`src/rtl/jk_seq_driver.sv`:
```
// jk_seq_driver: drives an external JK flip-flop bank to a requested target word.
// The target is accepted on valid/ready. Each attempt is drive, settle, then verify, with bounded retries.
module jk_seq_driver #(
    parameter int WIDTH      = 4,
    parameter int SETTLE_CYC = 1,
    parameter int MAX_RETRY  = 2
) (
    input  logic             Clk,
    input  logic             Resetn,
    input  logic [WIDTH-1:0] tgt,
    input  logic             tgt_valid,
    output logic             tgt_ready,
    input  logic [WIDTH-1:0] q_fb,
    output logic [WIDTH-1:0] J,
    output logic [WIDTH-1:0] K,
    output logic             done,
    output logic             err,
    output logic             err_flag,
    output logic [2:0]       retries
);
    typedef enum logic [1:0] {IDLE, DRIVE, SETTLE, CHECK} state_t;
    state_t           state;
    logic [WIDTH-1:0] tgt_q;
    logic [3:0]       cnt;
    assign tgt_ready = (state == IDLE) && !Resetn;
    always_ff @(posedge Clk or posedge Resetn) begin
        if (Resetn) begin
            state    <= IDLE;
            J        <= '0;
            K        <= '0;
            done     <= 1'b0;
            err      <= 1'b0;
            err_flag <= 1'b0;
            retries  <= '0;
            tgt_q    <= '0;
            cnt      <= '0;
        end else begin
            done <= 1'b0;
            err  <= 1'b0;
            case (state)
                IDLE: if (tgt_valid) begin
                    tgt_q    <= tgt;
                    retries  <= '0;
                    err_flag <= 1'b0;
                    J        <= ~q_fb & tgt;
                    K        <= q_fb & ~tgt;
                    state    <= DRIVE;
                end
                DRIVE: begin
                    J     <= '0;
                    K     <= '0;
                    cnt   <= 4'(SETTLE_CYC - 1);
                    state <= SETTLE;
                end
                SETTLE: if (cnt == 4'd0) state <= CHECK; else cnt <= cnt - 4'd1;
                CHECK: if (q_fb == tgt_q) begin
                    done  <= 1'b1;
                    state <= IDLE;
                end else if (retries < 3'(MAX_RETRY)) begin
                    // Re-excite from the bank's present Q, so only wrong bits are driven again
                    retries <= retries + 3'd1;
                    J       <= ~q_fb & tgt_q;
                    K       <= q_fb & ~tgt_q;
                    state   <= DRIVE;
                end else begin
                    err      <= 1'b1;
                    err_flag <= 1'b1;
                    state    <= IDLE;
                end
                default: state <= IDLE;
            endcase
        end
    end
endmodule

```
`config.mk`:
```
export PLATFORM = sky130hd
export DESIGN_NAME = jk_seq_driver
export DESIGN_NICKNAME = d
export VERILOG_FILES = /design/src/rtl/jk_seq_driver.sv
export SDC_FILE = /design/constraint.sdc
export NUM_CORES = 1
export LEC_CHECK = 0
export CAP_MARGIN = 0
export CORE_MARGIN = 5
export CORE_UTILIZATION = 40
export DETAILED_ROUTE_END_ITERATION = 8
export PLACE_DENSITY = 0.67
export SYNTH_ARGS = -nofsm -noshare
export SYNTH_HDL_FRONTEND = slang
export SYNTH_SLANG_ARGS = --single-unit
export TNS_END_PERCENT = 100
```
`constraint.sdc`:
```
create_clock -name Clk -period 2.4 [get_ports Clk]
set_input_delay 0.24 -clock Clk [delete_from_list [all_inputs] [get_ports Clk]]
set_output_delay 0.24 -clock Clk [all_outputs]
set_load 0.05 [all_outputs]
```
==> results of run 1 <==
==> cells by family after synthesis <==
kind of cell,share of synthesized area [%]
AND/OR/NAND/NOR,11.7
flip-flops,45.4
AO/OA/AOI/OAI,11.1
multiplexers,16.4
buffers and inverters,5.01
adder cells (fa/ha/maj),6.62
XOR/XNOR,3.88
==> layer usage <==
metal / routed length, microns / track usage, % / part of all wire [%] / up-vias
met1: 1200 / 15.9 / 47 / 449
li1: - / - / - / 466
met5: 0 / 0 / 0 / -
met3: 97 / 2.33 / 3.8 / 2
met2: 1270 / 22.2 / 49 / 19
met4: 9 / 3.80 / 0.35 / 0
==> area by class of cell <==
class | count | share of cell area [%]
Clock inverter | 1 | 1.79
Timing Repair Buffer | 27 | 16.0
Inverter | 11 | 2.47
Multi-Input combinational cell | 79 | 39.2
Sequential cell | 24 | 35.9
Tap cell | 44 | 3.29
Clock buffer | 3 | 1.35
==> cell usage in the layout (no fill, tap or decap), types with 2 or more instances in the layout <==
master           synthesis  layout
mux2_4                   8       8
inv_1                   11      11
o21ai_0                  8       8
nor3_1                   5       5
xnor2_1                  3       3
dfrtp_1                 24      24
a21oi_1                  5       5
clkbuf_4                 0       3
nor2_1                   4       4
ha_1                     7       7
clkdlybuf4s50_1          0      24
mux2i_1                  4       4
mux2_2                   5       5
nand3_1                  2       2
nor2b_1                  2       2
and3b_1                  4       4
buf_4                    0       2
nand2_1                  7       7
==> worst register-to-register path, delay by kind of cell (launching register included) <==
family                   cells  cell delay (ns)
AO/OA/AOI/OAI                1             0.47
multiplexers                 1             0.34
buffers and inverters        1             0.08
AND/OR/NAND/NOR              1             0.20
adder cells (fa/ha/maj)      1             0.27
flip-flops                   1             0.43
==> cells in the mapped netlist, drive strengths merged <==
master	number
a31oi	1
mux2	13
nand3	2
a21oi	5
o311ai	1
o2111a	1
and3b	4
inv	11
or3	1
nand2b	1
nand2	7
a21o	1
nand4	1
nor3	5
xnor2	4
buf	3
xor2	1
mux2i	4
ha	7
and3	1
a41oi	2
clkbuf	1
o21ai	8
nor2b	2
nor2	4
or2	1
o31ai	1
o211a	1
dfrtp	24
==> metrics by stage <==
step	utilization, %	hold slack, ns
floorplan	-	0.255
global placement	52.2	0.499
detailed placement	52.2	0.504
CTS	53.9	0.290
global route	54.0	0.292
finish	54.0	0.288
==> power groups by stage <==
stage | Combinational [W] | Clock (W) | Sequential [W]
3_3_place_gp | 0.00123 | 0 | 0.000647
5_1_grt | 0.00133 | 0.000321 | 0.000669
6_report | 0.00124 | 0.000291 | 0.000646
2_1_floorplan | 0.000713 | 0 | 0.000895
3_5_place_dp | 0.00125 | 0 | 0.000654
4_1_cts | 0.00125 | 0.000300 | 0.000648
==> flip-flops by register name, indices dropped and copies added, names as in the netlist <==
signal	flops
state	2
err	1
done	1
tgt_q	4
err_flag	1
retries	3
K	4
cnt	4
J	4
==> final timing paths <==
check	endpoint	cells after the start
min in group Clk	K[0]	1
worst max-delay path	tgt_ready	4
worst min register to register	K[0]	1
worst max register to register	K[3]	5
worst min-delay path	cnt[1]	3
max in group asynchronous	retries[2]	3
==> repair_timing <==
item	4_1_cts	5_1_grt
setup endpoints to repair	0	1
endpoints found under the hold margin	0	0
gates resized for setup	0	1
buffers inserted	0	0
hold buffers	0	0
==> impl_results.md, run 1 <==
* Run status: finished clean
* PwrDens at 1300 mW/mm^2
* Final instance area at 0.00167 sq mm
* Clock Sinks at 24
* Post-Route WL at 2570 microns
* Sw frac at 42.6%
* Initial Util at 42.7%
* Die H at 67.5 microns
* Post-synth net total at 136
* Hold Path Class: in -> async
* Crit path required time at 2.16 ns
* Worst-path cell chain: inv_1, ha_1, nor2b_1, dlymetal6s2s_1
* Area after DPL at 0.00162 sq mm
* Initial antenna violation count at 0
* Placement Setup Slack at 0.317 ns
* Synth top area share at 45.4%
* Synth warnings at 0
* Area contributors post-synth: dfrtp_1, mux2_4, ha_1
* Worst Max-Slew Pin Slew at 0.508 ns
* Filler cell count at 314
* Root buffer cell: clkbuf_4
* Max-slew violation count at 0
* Vias in the first global route at 971
* First-pass GRT wire length at 4420 microns
* Non-filler instance count after layout at 189
* Clk buf depth at 2
* Layout cells sized above 1 at 15.2%
* Die area at 0.00456 sq mm
* Hold Vio Cnt, Final at 0
* Int Pwr at 0.00125 W
* CP endpoint kind: primary output
* Final setup violation count at 0
* Die X at 67.5 microns
* Placed Cells at 185
* Max-slew headroom at 65.9%
* Storage element area at 601 sq um
* Reg-to-reg startpoint: state[0]
* Antenna Cells at 0
* Final worst slack at 0.465 ns
* Initial DRC count at 30
* Avg Synthesized Cell Area at 11.2 sq um
* Core Area at 0.00310 sq mm
* Pin count of the biggest net entering global routing at 25
* Residual DRC at 0
* Cell taking the most area after synthesis: dfrtp_1
* Final Power at 0.00217 W
* Post-synthesis sequential area ratio at 45.4%
* Via Count at 936
* Clk_lat worst skew at 0.31 ns
* Clock transition at path regs at 0.14 ns
* Area grow syn2layout at 26.5%
* Max incr delay on CP at 0.45 ns
* CTS tree: yes
* Congestion Overflow GR at 0
* Number of H-tree levels at 1
* Slowest-stage cell, CP: dfrtp_1
* Fin crit share at 80.6%
* HPWL after DPL at 1950 microns
* Worst vdd ir at 0.621 mV
* R2R Setup Slk at 0.50 ns
* P_leak at 0.796 nW
* RePlAce Congestion at 0.774
* Synth unique cells at 33
* Achievable Freq at 517 MHz
* Max Clock Skew at 0.00889 ns
* Gate Count Post-Synth at 118
* Pre-Repair DR Iteration Count at 4
* Min Tclk post-route at 1.94 ns
* Startpoint Class: register
* #FFs+latches synth at 24
* Switch Pwr at 0.000925 W
* # IOs at 26
* Inserted Clock Buffers at 3
* CP delay by family, top: buffers and inverters
* Comb power frac at 56.9%
* Clk pwr share at 13.4%
* Crit Path Max Fanout at 6
* Multi-input gate area at 657 sq um
* Critical path type: reg -> out
* Post-Route Setup TNS at 0 ns
* Flop pwr share at 29.8%
* CP Data Arrival Time at 1.70 ns
* Post-Syn Area at 0.00132 sq mm
* Wire per inst at 13.6 microns
* Max cap viols at 0
* Worst Setup SP: state[0]
* RSZ-0062 raised after global routing: false
* Vias per cell at 4.95
* Antenna-violating nets left at 0
* Rows at 20
* I/O Buffers at 25
* Crit path buffers/inverters at 2
* Gr usage total at 12.8%
* # nets final at 164
(Power assumes the default switching activity.)
==> run 2: changes to the inputs <==
--- a/config.mk
+++ b/config.mk
@@ -9,7 +9,7 @@
 export CORE_MARGIN = 5
 export CORE_UTILIZATION = 40
 export DETAILED_ROUTE_END_ITERATION = 8
-export PLACE_DENSITY = 0.67
+export PLACE_DENSITY = 0.7
 export SYNTH_ARGS = -nofsm -noshare
 export SYNTH_HDL_FRONTEND = slang
 export SYNTH_SLANG_ARGS = --single-unit
==> constraint.sdc (replaced) <==
create_clock -name Clk -period 1.7 [get_ports Clk]
set_input_delay 0.17 -clock Clk [delete_from_list [all_inputs] [get_ports Clk]]
set_output_delay 0.17 -clock Clk [all_outputs]
set_load 0.05 [all_outputs]
==> run 2 against run 1 <==
  * Wire length is 7.8% higher
  * Flip-flop and latch count did not move
  * Non-clock buffer count is 16 higher
  * Clock skew is 0.0044 ns lower
  * Sequential power rose by 40%
  * Register-to-register slack worse by 0.41 ns
  * Die area stayed put
  * Combinational power rose by 63%
  * Core utilization is 4.1 points higher
  * Global-route usage increased by 1.2 points
  * Total power grew 49%
==> impl_results.md, run 2 (synthesis gave the netlist of run 1 again) <==
* Congestion Overflow GR at 0
* Hold Path Class: in -> async
* Crit path buffers/inverters at 1
* Max-slew violation count at 0
* Startpoint Class: register
* Rows at 20
* Vias per cell at 4.87
* Cts-stage hold buffer count at 0
* Non-filler instance count after layout at 205
* Die X at 67.5 microns
* Hold Vio Cnt, Final at 0
* Worst vdd ir at 0.945 mV
* Clock transition at path regs at 0.13 ns
* Gr usage total at 14.0%
* RSZ-0062 raised after global routing: false
* Initial DRC count at 12
* Initial Util at 42.7%
* Pre-Repair DR Iteration Count at 4
* Residual DRC at 0
* Clk buf depth at 2
* Critical path type: reg -> out
* Post-Route WL at 2780 microns
* Fin crit share at 95.6%
* # nets final at 180
* Vias in the first global route at 1,021
* CP endpoint kind: primary output
* Filler cell count at 280
* Run status: finished clean
* Inserted Clock Buffers at 3
* CP Data Arrival Time at 1.46 ns
* Initial antenna violation count at 0
* Max cap viols at 0
* Commonest non-fill, non-tap cell in the layout: buf_4
* Pin count of the biggest net entering global routing at 25
* Antenna-violating nets left at 0
* Clk_lat worst skew at 0.31 ns
* RePlAce Congestion at 0.750
* Post-Route Setup TNS at 0 ns
* Clock Sinks at 24
* Final setup violation count at 0
* Worst Hold Slack at 0.282 ns
* PwrDens at 1790 mW/mm^2
* Most frequent cells in the layout: buf_4, dfrtp_1, clkdlybuf4s50_1, inv_1
* Worst Max-Slew Pin Slew at 0.521 ns
* Core Area at 0.00310 sq mm
* Max incr delay on CP at 0.80 ns
* Wire per inst at 13.5 microns
* Root buffer cell: clkbuf_4
* Antenna Cells at 0
* Crit Path Max Fanout at 1
* Finished Core Util at 58.1%
* # IOs at 26
* Min Tclk post-route at 1.63 ns
* Die area at 0.00456 sq mm
* Layout cells sized above 1 at 34.2%
* I/O Buffers at 25
* CP delay by family, top: buffers and inverters
* Max Clock Skew at 0.00447 ns
* Crit path required time at 1.53 ns
* Slowest-stage cell, CP: clkdlybuf4s50_1
* Area grow syn2layout at 36.1%
* Worst-path cell chain: clkdlybuf4s50_1
* Die H at 67.5 microns
* Max-slew headroom at 65.2%
* Achievable Freq at 615 MHz
* Number of H-tree levels at 1
* Via Count at 998
* Placed Cells at 197
* First-pass GRT wire length at 4750 microns
* P_leak at 0.902 nW
* HPWL after DPL at 2150 microns
* CTS tree: yes
## run 2: cell types whose count changed in the layout (fill, tap and decap cells not counted), sizes merged
cell	delta
clkbuf	+1
clkdlybuf4s50	-12
dlygate4sd2	+2
buf	+26
bufinv	-1
## run 2: final cells by class
cell class	count	area (sq um)	area share (%)
repair buffers	43	377	20.9
multi-input cells	79	689	38.3
flip-flops and latches	24	603	33.5
clock buffers	4	36.3	2.01
well taps	44	55.1	3.06
inverters	11	41.3	2.29
## run 2: report_power, final
group | leakage [nW] | total [W] | switching [W] | internal (W)
clock network | 0.0210 | 0.000300 | 0.000169 | 0.000131
logic | 0.571 | 0.00202 | 0.00107 | 0.000955
registers | 0.309 | 0.000906 | 0.000146 | 0.000760
total | 0.902 | 0.00323 | 0.00138 | 0.00185
## run 2: worst paths after layout
path / from / endpoint / slack (ns) / depth (start not counted)
max: done / done / 0.07 / 1
max in group asynchronous: Resetn / retries[1] / 1.17 / 3
min reg2reg: cnt[0] / cnt[0] / 0.53 / 1
min in group Clk: tgt[1] / tgt_q[1] / 0.50 / 2
max reg2reg: retries[2] / K[1] / 0.09 / 4
min: Resetn / err_flag / 0.28 / 3
## run 2: timing repair
action	CTS	global route
gates resized for setup	5	6
endpoints found under the setup margin	12	7
pin swaps	0	0
buffers inserted	2	2
## run 2: stage by stage
stage	setup slack, ns	total power [W]	instance area, sq um
finish	0.0747	0.00323	1800
CTS	0.00401	0.00319	1760
global route	0.000689	0.00346	1800
floorplan	-0.00615	0.00227	1330
detailed placement	-0.311	0.00283	1700
global placement	-0.244	0.00277	1700
## run 2: routing by layer
metal / routed length (microns) / GRT usage [%] / part of all wire [%] / vias to the layer above
met5: 0 / 0 / 0 / -
met2: 1390 / 23.6 / 50 / 14
met1: 1280 / 17.8 / 46 / 473
met4: 12 / 4.56 / 0.43 / 0
li1: - / - / - / 509
met3: 99 / 2.83 / 3.6 / 2
